### src/rtl/gene_net_pkg.sv
// rtl/gene_net_pkg.sv - shared constants, FSM encoding and popcount helper for the gene network stepper
// Contents: N_GENES, mask slice geometry, state_t (IDLE/RUN/DONE), popcount().
package gene_net_pkg;

   localparam int N_GENES = 8;
   // Each gene owns one SLICE_W-bit slice of a MASK_W-bit mask parameter.
   localparam int SLICE_W = N_GENES;
   localparam int MASK_W  = N_GENES * SLICE_W;
   // Wide enough to hold a count of N_GENES set bits.
   localparam int CNT_W   = 4;

   typedef enum logic [1:0] {
      IDLE = 2'd0,
      RUN  = 2'd1,
      DONE = 2'd2
   } state_t;

   function automatic logic [CNT_W-1:0] popcount(input logic [N_GENES-1:0] v);
      logic [CNT_W-1:0] c;
      c = '0;
      for (int k = 0; k < N_GENES; k++) begin
         c = c + CNT_W'(v[k]);
      end
      return c;
   endfunction

endpackage

### src/rtl/gene_update_rule.sv
// rtl/gene_update_rule.sv - combinational threshold update of all genes
// Ports: x[7:0] current state in; next[7:0] next state out.
// Params: ACT_MASK / REP_MASK, slice i lists the activators / repressors of gene i.
module gene_update_rule
   import gene_net_pkg::*;
#(
   parameter logic [MASK_W-1:0] ACT_MASK = '0,
   parameter logic [MASK_W-1:0] REP_MASK = '0
) (
   input  logic [N_GENES-1:0] x,
   output logic [N_GENES-1:0] next
);

   for (genvar g = 0; g < N_GENES; g++) begin : g_gene
      localparam logic [SLICE_W-1:0] ACT_I = ACT_MASK[g*SLICE_W +: SLICE_W];
      localparam logic [SLICE_W-1:0] REP_I = REP_MASK[g*SLICE_W +: SLICE_W];

      logic [CNT_W-1:0] act_cnt;
      logic [CNT_W-1:0] rep_cnt;

      assign act_cnt = popcount(x & ACT_I);
      assign rep_cnt = popcount(x & REP_I);

      // A tie keeps the gene's current value.
      assign next[g] = (act_cnt > rep_cnt) ? 1'b1 :
                       (act_cnt < rep_cnt) ? 1'b0 : x[g];
   end

endmodule

### src/rtl/gene_network_stepper.sv
// rtl/gene_network_stepper.sv - steps an 8-gene threshold network until fixed point or step budget
// Ports: clk, rst (sync, active high), start/init load request, fp_flag halt from checker;
//        x/x_valid current state, init_load checker clear pulse, step_cnt, busy, done, timeout.
module gene_network_stepper
   import gene_net_pkg::*;
#(
   parameter logic [MASK_W-1:0] ACT_MASK  = 64'h0,
   parameter logic [MASK_W-1:0] REP_MASK  = 64'h0,
   parameter int unsigned       MAX_STEPS = 255
) (
   input  logic               clk,
   input  logic               rst,
   input  logic               start,
   input  logic [N_GENES-1:0] init,
   input  logic               fp_flag,
   output logic [N_GENES-1:0] x,
   output logic               x_valid,
   output logic               init_load,
   output logic [7:0]         step_cnt,
   output logic               busy,
   output logic               done,
   output logic               timeout
);

   localparam logic [7:0] STEP_LIMIT = 8'(MAX_STEPS);

   state_t             state, state_n;
   logic [N_GENES-1:0] x_n, x_step;
   logic [7:0]         step_n;
   logic               timeout_n, init_load_n, x_valid_n;

   gene_update_rule #(
      .ACT_MASK (ACT_MASK),
      .REP_MASK (REP_MASK)
   ) u_rule (
      .x    (x),
      .next (x_step)
   );

   always_comb begin
      state_n     = state;
      x_n         = x;
      step_n      = step_cnt;
      timeout_n   = timeout;
      init_load_n = 1'b0;
      x_valid_n   = x_valid;
      case (state)
         IDLE, DONE: begin
            if (start) begin
               state_n     = RUN;
               x_n         = init;
               step_n      = 8'd0;
               timeout_n   = 1'b0;
               init_load_n = 1'b1;
               x_valid_n   = 1'b1;
            end
         end
         RUN: begin
            // A fixed point wins over an exhausted budget in the same cycle.
            if (fp_flag) begin
               state_n   = DONE;
               timeout_n = 1'b0;
            end else if (step_cnt == STEP_LIMIT) begin
               state_n   = DONE;
               timeout_n = 1'b1;
            end else begin
               x_n    = x_step;
               step_n = step_cnt + 8'd1;
            end
         end
         default: state_n = IDLE;
      endcase
   end

   always_ff @(posedge clk) begin
      if (rst) begin
         state     <= IDLE;
         x         <= '0;
         x_valid   <= 1'b0;
         init_load <= 1'b0;
         step_cnt  <= 8'd0;
         busy      <= 1'b0;
         done      <= 1'b0;
         timeout   <= 1'b0;
      end else begin
         state     <= state_n;
         x         <= x_n;
         x_valid   <= x_valid_n;
         init_load <= init_load_n;
         step_cnt  <= step_n;
         busy      <= (state_n == RUN);
         done      <= (state_n == DONE);
         timeout   <= timeout_n;
      end
   end

endmodule

### config.mk
export PLATFORM = sky130hd
export DESIGN_NAME = gene_network_stepper
export DESIGN_NICKNAME = d
export VERILOG_FILES = /design/src/rtl/gene_net_pkg.sv /design/src/rtl/gene_update_rule.sv /design/src/rtl/gene_network_stepper.sv
export SDC_FILE = /design/constraint.sdc
export NUM_CORES = 1
export LEC_CHECK = 0
export ABC_AREA = 0
export CAP_MARGIN = 10
export CORE_MARGIN = 2
export CORE_UTILIZATION = 45
export CTS_BUF_LIST = sky130_fd_sc_hd__clkbuf_2
export DETAILED_ROUTE_END_ITERATION = 7
export HOLD_SLACK_MARGIN = 0.12
export PLACE_DENSITY = 0.84
export SYNTH_ARGS = -nofsm -noshare
export SYNTH_HDL_FRONTEND = slang
export SYNTH_HIERARCHICAL = 1
export SYNTH_SLANG_ARGS = --single-unit
export TNS_END_PERCENT = 30
### constraint.sdc
create_clock -name clk -period 2.5 [get_ports clk]
set_clock_uncertainty 0.2 [all_clocks]
set_input_delay 0.5 -clock clk [delete_from_list [all_inputs] [get_ports clk]]
set_output_delay 0.5 -clock clk [all_outputs]
set_load 0.05 [all_outputs]
==> key figures <==
Status
  • Status: finished, final reports clean

Placement
  • DP HPWL: 1980 um
  • Setup WS pre-CTS: 0.117 ns
  • Port-buffer cells: 32
  • Area after DPL: 1410 um^2
  • Cell count after placement: 180
  • Placer Congestion: 0.827

Logic synthesis
  • Largest cells by area after synthesis: dfxtp_1, a311oi_1, nand2_1, buf_4, nor3_1
  • Warning count from the yosys run: 6
  • Synth area leader: dfxtp_1
  • #FFs+latches synth: 23
  • Post-synthesis cell count: 130
  • Top-count cell post-synth: dfxtp_1
  • Syn avg cell area: 8.47 um^2
  • Synthesized area: 1100 um^2
  • Top post-synthesis cells by count: dfxtp_1, nand2_1, a311oi_1, nor3_1, buf_4
  • EDFF count, synth: 0
  • Seq/Total Area, Yosys: 41.8%
  • Ys flop type: dfxtp_1
  • Synth unique cells: 37
  • Mapped Nets: 143
  • Share of the synthesized area in the top cell type: 41.8%
  • Synth async-reset ratio: 0%

Min path
  • Hold path startpoint: x[3]$_SDFFE_PP0P_
  • Hold endpoint: x[3]$_SDFFE_PP0P_
  • Hold Path Depth: 2
  • Hold Crit Class: reg -> reg

Die
  • Die width: 53.5 um
  • Core Rows: 17
  • Full die area: 2860 um^2
  • Total I/O pin count: 33
  • Die height: 53.5 um
  • Core Footprint: 2250 um^2
  • Starting density of the core: 48.8%

Clocking
  • # hold bufs at CTS: 0
  • Maximum root-to-sink buffer count: 2
  • Clock latency on the worst-skew pair: 0.35 ns
  • Resized cells post-CTS: 0
  • Clock sink count: 23
  • CTS clock-pin slew for the worst setup and hold paths: 0.23 ns
  • H-tree Lvls: 1
  • Post-CTS setup buffer count: 0
  • Clock root buffer: clkbuf_2
  • TritonCTS clock tree: done
  • Total CTS buffers: 3

GRT
  • Largest net degree at the start of global routing: 15
  • Initial antenna violation count: 0
  • First-pass GRT wire length: 4480 um
  • Total grt overflow: 0
  • GRT Overall Usage: 21.6%
  • Vias in the first global route: 1,002

STA
  • PnR worst setup slack: 0.117 ns
  • Setup violators final: 0
  • Max Slew Vio Count: 0
  • Slew headroom: 66.1%
  • TNS Setup: 0 ns
  • Highest Clock Rate: 0.420 GHz
  • Period Utilization, post-route: 95.3%
  • Fin. Hold Viols: 0
  • Minimum clock period: 2.38 ns
  • Worst-margin pin slew: 0.506 ns
  • RSZ-0062 raised after global routing: false

Critical path
  • Critical Path AT: 1.68 ns
  • Slowest CP cell: clkdlybuf4s50_1
  • Crit-path leading delay family: buffers and inverters
  • Crit-path max FO: 7
  • Worst r2r dst: step_cnt[3]$_SDFFE_PP0P_
  • Endpoint class of the critical path: output pin
  • Critical path launch point type: register
  • Worst setup path class: reg -> out
  • CP max stage delay: 0.85 ns
  • Worst reg-to-reg path cell count: 5
  • Cell chain of the critical path: clkdlybuf4s50_1
  • WP data required: 1.80 ns
  • Worst reg2reg path startpoint: step_cnt[0]$_SDFFE_PP0P_
  • WP buf/inv: 1
  • R2R Setup Slk: 0.35 ns

Detailed routing
  • Drt pass-1 iters: 4
  • Routed wire length: 2800 um
  • Via density: 5.90
  • Routed vias: 1,086
  • Avg WL per Cell: 15.2 um
  • Drc violations: 0
  • Routed Antenna Nets: 0
  • Starting DRT DRC Count: 24

Final layout
  • Area growth from synthesis to layout: 29.8%
  • FILL cells: 224
  • ANT cells: 0
  • Design area: 1430 um^2
  • Final Non-Filler Cells: 184
  • Nets: 170
  • Layout cells sized above 1: 8.97%

Power and ir drop
  • Total Power: 0.758 mW
  • VDD IR max: 0.381 mV
  • Static Leak: 0.507 nW
  • Cell Pwr Density: 531 nW/um^2

Job
  • Max Cap Viol: 0
[routing by layer]
layer	share of wire, %	GRT usage [%]	vias to the layer above	wire [um]
met5	0	0	-	0
li1	-	-	527	-
met4	2.1	8.55	0	60
met2	48	36.0	46	1330
met1	44	27.5	505	1240
met3	6.0	3.39	8	167
[cell families (layout without fill, tap and decap cells)]
logic type / Yosys count / in the layout / synth area share, %
AOI/OAI and AO/OA: 32 / 32 / 20.9
and+or+nand+nor: 56 / 56 / 26.7
DFF: 23 / 23 / 41.8
xor gates and xnor gates: 1 / 1 / 0.796
adders and majority gates: 1 / 1 / 1.14
buffers and inverters: 17 / 43 / 8.64
[how the worst max path moves through the flow]
stage                          endpoint  cells past startpoint                startpoint  slack (ns)
2_1_floorplan  step_cnt[3]$_SDFFE_PP0P_                      5  step_cnt[0]$_SDFFE_PP0P_        0.32
3_3_place_gp   step_cnt[6]$_SDFFE_PP0P_                      4                   fp_flag        0.18
3_5_place_dp   step_cnt[6]$_SDFFE_PP0P_                      4                   fp_flag        0.12
4_1_cts                     step_cnt[4]                      1  step_cnt[4]$_SDFFE_PP0P_        0.08
5_1_grt                     step_cnt[6]                      1  step_cnt[6]$_SDFFE_PP0P_        0.07
6_report                    step_cnt[6]                      1  step_cnt[6]$_SDFFE_PP0P_        0.12
[area by class of cell]
class                   count  area, um^2  share of cell area [%]
inverters                   2        7.51                   0.525
clock inverters             1        5.00                   0.350
flip-flops and latches     23         460                    32.2
clock buffers               3        15.0                    1.05
repair buffers             37         360                    25.2
well taps                  28        35.0                    2.45
multi-input cells          90         546                    38.2
[state kept, by name (all words and copies together) (netlist names)]
signal	cells
step_cnt	8
x	8
timeout	1
done	1
x_valid	1
state	2
busy	1
init_load	1
[where the power goes]
group          internal [mW]  total (mW)  switching (mW)  leakage, nW
clock network         0.0363       0.158           0.121       0.0164
logic                 0.0748       0.199           0.124        0.302
registers              0.388       0.402          0.0144        0.189
total                  0.499       0.758           0.259        0.507
[per-stage QoR]
step                      hold slack, ns  util [%]
after floorplan                    0.372         -
after global placement             0.255      62.4
after detailed placement           0.270      62.4
after CTS                          0.312      63.3
after global routing               0.336      63.4
final                              0.315      63.4
[cells in the final DEF (no fill, tap or decap), drive strengths merged, types with 2 or more instances in the layout]
master,netlist,final
or4,2,2
o21a,2,2
a31oi,2,2
nor3,9,9
dfxtp,23,23
nand3,6,6
a311oi,9,9
or3b,2,2
a21oi,7,7
inv,2,2
and4,2,2
buf,9,5
clkdlybuf4s50,0,31
o21ai,3,3
o211ai,4,4
nand2,19,19
nand2b,2,2
nor2,7,7
clkbuf,6,3
Power figures use the tool's default switching activity.
